<file path="src/rtl/avalon_copier_pkg.sv">
// Shared types and constants for the Avalon-MM word copier.
// Holds the FSM state encoding and the fixed Avalon data/byteenable widths.
// The RAM slave is 32 bits wide, so all four byte lanes are enabled on every write.
package avalon_copier_pkg;

  localparam int AVM_DATA_W = 32;
  localparam int AVM_BE_W   = 4;
  localparam logic [AVM_BE_W-1:0] BE_ALL = 4'hF;

  typedef enum logic [2:0] {
    IDLE    = 3'd0,
    RD_REQ  = 3'd1,
    RD_WAIT = 3'd2,
    WR_REQ  = 3'd3,
    DONE    = 3'd4
  } state_t;

endpackage

</file>
<file path="src/rtl/avalon_mm_word_copier.sv">
// Avalon-MM master copying N 32-bit words: read one word, write it, advance (one outstanding access).
// Latency: with waitrequest=0 and READ_LATENCY=1, 3 cycles per word; done arrives 1+3N cycles after the accepted start.
// Backpressure: waitrequest holds the current strobe, address and writedata unchanged; optional COPIER_CHECKSUM_EN adds o_checksum.
module avalon_mm_word_copier
  import avalon_copier_pkg::*;
#(
  parameter int ADDR_W       = 10,
  parameter int READ_LATENCY = 1
) (
  input  logic                  i_clk,
  input  logic                  i_reset,
  input  logic                  i_start,
  input  logic [ADDR_W-1:0]     i_src_addr,
  input  logic [ADDR_W-1:0]     i_dst_addr,
  input  logic [ADDR_W:0]       i_length,
  output logic                  o_busy,
  output logic                  o_done,
  output logic [ADDR_W-1:0]     o_master_address,
  output logic                  o_master_read,
  output logic                  o_master_write,
  output logic [AVM_BE_W-1:0]   o_master_byteenable,
  output logic [AVM_DATA_W-1:0] o_master_writedata,
  input  logic [AVM_DATA_W-1:0] i_master_readdata,
  input  logic                  i_master_waitrequest
`ifdef COPIER_CHECKSUM_EN
  ,
  output logic [AVM_DATA_W-1:0] o_checksum
`endif
);

  // READ_LATENCY is at most 4, so a 3-bit counter covers every legal setting.
  localparam int LAT_W = 3;
  localparam logic [LAT_W-1:0] LAT_LAST = LAT_W'(READ_LATENCY - 1);

  state_t                r_state;
  state_t                w_state_nxt;
  logic [ADDR_W-1:0]     r_src_ptr;
  logic [ADDR_W-1:0]     r_dst_ptr;
  logic [ADDR_W:0]       r_remaining;
  logic [AVM_DATA_W-1:0] r_data;
  logic [LAT_W-1:0]      r_lat_cnt;
  logic                  w_start_acc;
  logic                  w_wr_acc;
  logic                  w_capture;

  // State register; reset abandons any copy in flight.
  always_ff @(posedge i_clk) begin
    if (i_reset) begin
      r_state <= IDLE;
    end else begin
      r_state <= w_state_nxt;
    end
  end

  // Next-state and Moore-style bus outputs; strobes depend only on state so they hold under waitrequest.
  always_comb begin
    w_state_nxt         = r_state;
    w_start_acc         = 1'b0;
    w_wr_acc            = 1'b0;
    w_capture           = 1'b0;
    o_busy              = 1'b0;
    o_done              = 1'b0;
    o_master_read       = 1'b0;
    o_master_write      = 1'b0;
    o_master_address    = '0;
    o_master_byteenable = '0;
    o_master_writedata  = '0;
    case (r_state)
      IDLE: begin
        if (i_start) begin
          w_start_acc = 1'b1;
          w_state_nxt = (i_length == '0) ? DONE : RD_REQ;
        end
      end
      RD_REQ: begin
        o_busy           = 1'b1;
        o_master_read    = 1'b1;
        o_master_address = r_src_ptr;
        if (!i_master_waitrequest) begin
          w_state_nxt = RD_WAIT;
        end
      end
      RD_WAIT: begin
        o_busy = 1'b1;
        if (r_lat_cnt == LAT_LAST) begin
          w_capture   = 1'b1;
          w_state_nxt = WR_REQ;
        end
      end
      WR_REQ: begin
        o_busy              = 1'b1;
        o_master_write      = 1'b1;
        o_master_address    = r_dst_ptr;
        o_master_byteenable = BE_ALL;
        o_master_writedata  = r_data;
        if (!i_master_waitrequest) begin
          w_wr_acc    = 1'b1;
          w_state_nxt = (r_remaining == (ADDR_W+1)'(1)) ? DONE : RD_REQ;
        end
      end
      DONE: begin
        o_done      = 1'b1;
        w_state_nxt = IDLE;
      end
      default: begin
        w_state_nxt = IDLE;
      end
    endcase
  end

  // Pointers, word count and read-latency counter; pointers wrap naturally at 2^ADDR_W.
  always_ff @(posedge i_clk) begin
    if (i_reset) begin
      r_src_ptr   <= '0;
      r_dst_ptr   <= '0;
      r_remaining <= '0;
      r_data      <= '0;
      r_lat_cnt   <= '0;
    end else begin
      if (w_start_acc) begin
        r_src_ptr   <= i_src_addr;
        r_dst_ptr   <= i_dst_addr;
        r_remaining <= i_length;
      end else if (w_wr_acc) begin
        r_src_ptr   <= r_src_ptr + 1'b1;
        r_dst_ptr   <= r_dst_ptr + 1'b1;
        r_remaining <= r_remaining - 1'b1;
      end
      if (r_state == RD_WAIT) begin
        r_lat_cnt <= r_lat_cnt + 1'b1;
      end else begin
        r_lat_cnt <= '0;
      end
      if (w_capture) begin
        r_data <= i_master_readdata;
      end
    end
  end

`ifdef COPIER_CHECKSUM_EN
  logic [AVM_DATA_W-1:0] r_checksum;

  // Running modulo-2^32 sum of every accepted write; holds its value between done and the next start.
  always_ff @(posedge i_clk) begin
    if (i_reset) begin
      r_checksum <= '0;
    end else if (w_start_acc) begin
      r_checksum <= '0;
    end else if (w_wr_acc) begin
      r_checksum <= r_checksum + o_master_writedata;
    end
  end

  assign o_checksum = r_checksum;
`endif

endmodule

</file>
<file path="config.mk">
export PLATFORM = sky130hd
export DESIGN_NAME = avalon_mm_word_copier
export DESIGN_NICKNAME = d
export VERILOG_FILES = /design/src/rtl/avalon_copier_pkg.sv /design/src/rtl/avalon_mm_word_copier.sv
export SDC_FILE = /design/constraint.sdc
export NUM_CORES = 1
export LEC_CHECK = 0
export BUFFER_PORTS_ARGS = -buffer_cell sky130_fd_sc_hd__buf_2
export CAP_MARGIN = 20
export CORE_ASPECT_RATIO = 2
export CORE_MARGIN = 1.5
export CORE_UTILIZATION = 45
export CTS_CLUSTER_DIAMETER = 120
export DETAILED_ROUTE_END_ITERATION = 10
export PLACE_DENSITY = 0.77
export SETUP_SLACK_MARGIN = 0.02
export SYNTH_ARGS = -nofsm -noshare
export SYNTH_HDL_FRONTEND = slang
export SYNTH_SLANG_ARGS = --single-unit
</file>
<file path="constraint.sdc">
create_clock -name i_clk -period 1.9 [get_ports i_clk]
set_input_delay 0.38 -clock i_clk [delete_from_list [all_inputs] [get_ports i_clk]]
set_output_delay 0.38 -clock i_clk [all_outputs]
set_load 0.02 [all_outputs]
</file>
# Word level (Yosys, flattened, before mapping)

Index checks and enable logic that the tools add are counted.

Word-level logic and storage cells: 53
Output and inout port bits: 50
Input port bits: 67
Flip-flop bits (word level): 69

Bitwise operators: 1
Equal/unequal tests: 9
Reductions and logical operators: 7
$add $sub $neg: 4
Muxes and demuxes: 26

Operators with widths:

| operator                                            | number |
|---|---|
| 2-to-1 mux 10 bit                                   | 4 |
| 2-to-1 mux 32 bit                                   | 1 |
| 2-to-1 mux 11 bit                                   | 2 |
| adder 10 x 1 -> 10 bit (second input constant)      | 2 |
| one-hot mux 10 bit (2 select lines)                 | 1 |
| 2-to-1 mux 3 bit                                    | 6 |
| one-hot mux 3 bit (4 select lines)                  | 1 |
| == test 11 x 1 -> 1 bit (second input constant)     | 1 |
| logical NOT 11 bit                                  | 1 |
| subtractor 11 x 1 -> 11 bit (second input constant) | 1 |
| 2-to-1 mux 1 bit                                    | 10 |
| inequality test 2 bit (second input constant)       | 4 |
| == test 3 x 2 -> 1 bit (second input constant)      | 2 |
| logical NOT 3 bit                                   | 2 |
| 2-to-1 mux 4 bit                                    | 1 |
| AND reduction 4 bit                                 | 1 |
| adder 3 x 1 -> 3 bit (second input constant)        | 1 |
| == test 3 x 1 -> 1 bit (second input constant)      | 1 |
| == test 3 bit (second input constant)               | 1 |
| OR reduction 3 bit                                  | 1 |
| nonzero test 2 bit                                  | 1 |
| OR reduction 2 bit                                  | 1 |
| NOT 1 bit                                           | 1 |

# Logic depth before layout (Yosys ltp)

Word-level depth: 4
Mapped depth: 8
Gate-level depth less buffers: 6

# Worst setup path after synthesis

Ideal clock, no wire load.

Kind: reg-to-output
Start point: register r_state[2]
End point: output port o_master_writedata[22]
Slack: -0.154 ns
Buffers on the path: 2
Cell stages (with the launch flop): 6
Data required time: 1.520 ns
Arrival: 1.674 ns
Cells stage by stage: dfxtp_1 -> clkbuf_1 -> nand2b_1 -> nor2_1 -> clkbuf_1 -> and2_1

Longest elaborated chain between the ends: 2

Ends and longest elaborated chain:

| what                   | RTL line                    | source |
|---|---|---|
| start, declared        | avalon_mm_word_copier.sv:35 | `state_t r_state;` |
| start signal, assigned | avalon_mm_word_copier.sv:51 | `r_state <= w_state_nxt;` |
| == test 3 x 2 -> 1 bit | avalon_mm_word_copier.sv:68 | `case (r_state)` |
| 2-to-1 mux 32 bit      | avalon_mm_word_copier.sv:68 |  |
| end, declared          | avalon_mm_word_copier.sv:22 | `output logic [AVM_DATA_W-1:0] o_master_writedata,` |

Every way passes these cells.

# Worst setup path in the final report

Start point: register r_state[2]
End point: output port o_master_writedata[0]

Same word-level chain as after synthesis.

==> results.md <==
Placement:
- The worst slack after detailed placement is 0.1193 ns.
- Once placement finished, the instance area stood at 4269 um2.
- The placer's final routability congestion estimate is 0.8870.
- Detailed placement ended at an HPWL of 6896 um.
- Port buffering added 116 buffers.

Synthesis:
- The mapped netlist covers ~3600 um2.
- The mean instance size in the synthesized netlist is 7.925 um2.
- The netlist uses 55 different library cells.
- The warning count from the yosys run is 0.
- For this run, the leading register cell type out of synthesis is sky130_fd_sc_hd__dfxtp_1.
- The count of state elements after synthesis is 69.
- The count of mapped cells out of synthesis is 449.
- Synthesis produced a netlist with a net count of 522.
- The share of the Yosys chip area taken by registers is 0.3882.
- Yosys mapped a number of flops with a built-in enable equal to 0.
- After synthesis, the share of flip-flops with an asynchronous set or reset is 0.

Timing:
- The maximum clock frequency is 529.4 MHz.
- The final max-slew violation count is 0.
- The setup slack after layout is 0.01113 ns.
- The clock skew after layout is 0.006639 ns.
- Setup repair after global routing could not meet its margin everywhere.
- The period utilization is 0.9941.
- After routing, the total negative slack on setup checks comes to 0 ns.
- The worst hold slack is 0.2882 ns.
- The final hold violation count is 0.
- The clock period could shrink to 1.889 ns.
- Setup violations remaining at the end of the flow were counted as 0.
- The worst pin sits at a relative slew slack of 0.6339.
- The pin slew with the least headroom to its limit is 0.5492 ns.

Clocking:
- Clock tree synthesis inserted a total of 9 buffers.
- CTS built an H-tree with a depth of 3.
- After clock tree synthesis, the clock-pin slew on the worst setup and hold paths is 0.05 ns.
- The clock reaches the later pin of the worst-skew pair after roughly 0.33 ns.
- The clock tree from TritonCTS is yes.
- Clock tree synthesis found a total of between 60 and 70 sinks.
- For this design, the CTS-stage hold fixing added 0 buffers.
- The root buffer cell is sky130_fd_sc_hd__clkbuf_16.
- The maximum buffer depth of the clock tree is 2.

Hold path:
- The worst hold path belongs to the class in -> reg.

Drt:
- Across all layers, the routed design uses 3,713 vias.
- The wire length per cell after detailed routing is roughly 15 um.
- After detailed routing, the number of remaining DRC violations is 0.
- The number of DRC markers in iteration 0 is 147.
- The number of search-and-repair iterations in the first detailed-routing pass is 4.
- The average via count per standard cell is between 5 and 6.
- The detail route stage leaves a number of antenna-violating nets equal to 0.
- The aggregate routed wire length is 10,210 um.

Final layout:
- The number of fillers in the final layout is 672.
- The layout overhead on the synthesized area is 36.32%.
- Summing all multi-input logic gate instances after layout gives 2021 um2.
- Of the cells placed in the final design, the portion with a size suffix greater than 1 is 0.3222.
- Leaving out fill and tap cells, the most frequent cell in the layout is sky130_fd_sc_hd__buf_2.
- The storage element area is 1393 um2.
- The number of nets in the finished design is 640.
- After routing the design area is 4851 um2.
- In the layout the commonest cells are 84 x sky130_fd_sc_hd__buf_2, 79 x sky130_fd_sc_hd__nand2_1, 66 x sky130_fd_sc_hd__dfxtp_1.
- The number of diodes is 0.

Worst setup path:
- Measured in cells, the most critical reg-to-reg path has a length of 7.
- Across all register-to-register paths, the minimum setup slack is 0.12 ns.
- For the worst setup path, the data required time is ~1.5 ns.
- The critical path in this run is classified as reg -> out.
- The arrival time at the worst endpoint is 1.51 ns.
- The category of the worst setup path capture point is an output pin.
- The endpoint identified for the worst register-to-register timing path is r_src_ptr[4].
- The maximum fanout along the worst path is 9.
- In this run the worst setup path terminates at o_master_writedata[0].
- The reg-to-reg startpoint is r_state[1].
- STA classifies the critical path startpoint as a flop.
- The launch point of the worst path is r_state[2].

Die:
- For this configuration, the core starts out at a cell density of 0.4681.
- The core area is 7601 um2.
- The initialized floorplan defines 45 standard-cell rows.
- The overall die width is 65.88 um.
- The floorplan die height is 128.8 um.
- The die covers 8483 um2.
- 117 I/O pins were placed.

Power and ir drop:
- For this design the static power due to leakage is 2.003 nW.
- The ratio of total power to cell area is 935.5 nW/um2.
- The worst ir drop on vdd is 0.5968 mV.
- Of the total power, combinational logic draws 0.242.
- The portion of total power attributed to sequential cells is 0.392.
- Of the total power, the share spent switching nets is 0.3009.
- The total net switching power is roughly 1.4 mW.
- The internal portion of total power is 3.172 mW.
- Of the total power, the clock network draws 0.366.

Status:
- The run finished with clean final reports.

Global routing:
- The first global-routing pass estimated 16,220 um of wire.
- The number of antenna violations at the first check in global routing is 0.
- Entering global routing, the biggest net connects 33 pins.
- For this run the aggregate overflow at the end of global routing stands at 0.
- The total routing resource utilization after global routing is 0.2432.
- The number of global-route vias before repair is about 3,700.

Run:
- Max-cap violations in this run came to 0.
-- through the flow --
| stage | utilization | power, mW | std cells |
|---|---|---|---|
| final | 0.6382 | 4.538 | 665 |
| after global routing | 0.6382 | 4.752 | 665 |
| after CTS | 0.6245 | 4.550 | 663 |
| after detailed placement | 0.5616 | 2.837 | 643 |
| after global placement | 0.5616 | 2.806 | 643 |
| after floorplan | - | 2.466 | 449 |
-- critical path, cell delays in order (launching register included) --
cell                       delay, ns
sky130_fd_sc_hd__dfxtp_4        0.35
sky130_fd_sc_hd__nand2b_4       0.15
sky130_fd_sc_hd__nor2_4         0.15
sky130_fd_sc_hd__buf_6          0.14
sky130_fd_sc_hd__buf_16         0.12
sky130_fd_sc_hd__and2_1         0.15
sky130_fd_sc_hd__buf_6          0.12
-- synthesized netlist by cell type (3+ instances only) --
master                     number  share of area
sky130_fd_sc_hd__inv_1          7         0.0074
sky130_fd_sc_hd__nand2b_1       5         0.0088
sky130_fd_sc_hd__ha_1           6          0.021
sky130_fd_sc_hd__o211ai_1       4         0.0084
sky130_fd_sc_hd__xor2_1         5          0.012
sky130_fd_sc_hd__a21oi_1       47          0.066
sky130_fd_sc_hd__nand2_1       79          0.083
sky130_fd_sc_hd__a32oi_1        3         0.0074
sky130_fd_sc_hd__nor2_1        47          0.050
sky130_fd_sc_hd__nand4_1        7          0.012
sky130_fd_sc_hd__and2_1        35          0.062
sky130_fd_sc_hd__mux2i_1       11          0.031
sky130_fd_sc_hd__nor3_1         6         0.0084
sky130_fd_sc_hd__and4_1         3         0.0074
sky130_fd_sc_hd__o21ai_0        3         0.0042
sky130_fd_sc_hd__a31oi_1        6          0.011
sky130_fd_sc_hd__clkbuf_1      14          0.015
sky130_fd_sc_hd__a211oi_1       4         0.0084
sky130_fd_sc_hd__a22oi_1        5          0.011
sky130_fd_sc_hd__buf_6          3         0.0095
sky130_fd_sc_hd__nand3_1        8          0.011
sky130_fd_sc_hd__a311oi_1       3         0.0074
sky130_fd_sc_hd__or3_1          6          0.011
sky130_fd_sc_hd__o21ai_1        4         0.0056
sky130_fd_sc_hd__buf_4          5          0.011
sky130_fd_sc_hd__buf_2         12          0.017
sky130_fd_sc_hd__dfxtp_1       69           0.39
sky130_fd_sc_hd__nor4_1         6          0.011
-- cell families (layout without fill, tap and decap cells) --
logic type | after synthesis | after routing | share of synthesized area
AO/OA/AOI/OAI | 97 | 97 | 0.1765
flip-flops | 69 | 69 | 0.3882
adder cells (fa/ha/maj) | 6 | 6 | 0.02110
buffers and inverters | 42 | 164 | 0.06013
multiplexers | 12 | 12 | 0.03411
XOR/XNOR | 7 | 7 | 0.01723
AND/OR/NAND/NOR | 216 | 216 | 0.3028
-- layout make-up --
class	count	area share
clock buffer	14	0.05442
multi-input combinational	338	0.4166
sequential	69	0.2871
tap	94	0.02425
timing repair buffer	142	0.2061
inverter	7	0.005417
clock inverter	1	0.006190
-- worst min path at each step --
stage,startpoint,to,slack [ns],cells past startpoint
detailed placement,r_lat_cnt[0],r_lat_cnt[0],0.44,1
global placement,r_lat_cnt[0],r_lat_cnt[0],0.43,1
global route,i_master_readdata[12],r_data[12],0.29,3
floorplan,r_lat_cnt[0],r_lat_cnt[0],0.42,1
CTS,i_master_readdata[18],r_data[18],0.28,3
finish,i_master_readdata[4],r_data[4],0.29,3
-- repair_timing --
item / in CTS / in global routing
setup buffers: 3 / 4
pin swaps: 1 / 1
cloned: 2 / 0
endpoints found under the hold margin: 0 / 0
endpoints found under the setup margin: 38 / 32
resized for setup: 40 / 40
-- sequential cells by signal, summed over array words and instances (netlist names) --
signal       cells
r_data          32
r_dst_ptr       10
r_lat_cnt        3
r_remaining     11
r_src_ptr       10
r_state          3
-- metal layers --
metal / global-route usage / share of wire / up-vias
met3: 0.03671 / 0.051 / 20
met1: 0.2397 / 0.36 / 1760
met2: 0.4575 / 0.56 / 143
met5: 0 / 0 / -
met4: 0.1458 / 0.021 / 0
li1: - / - / 1790
-- power by group through the flow --
| stage | Clock (mW) | Combinational (mW) | Sequential [mW] |
|---|---|---|---|
| 6_report | 1.66 | 1.10 | 1.78 |
| 2_1_floorplan | 0 | 0.719 | 1.75 |
| 3_5_place_dp | 0 | 1.04 | 1.80 |
| 3_3_place_gp | 0 | 1.02 | 1.79 |
| 5_1_grt | 1.75 | 1.21 | 1.80 |
| 4_1_cts | 1.69 | 1.08 | 1.78 |
Power figures use the tool's default switching activity.
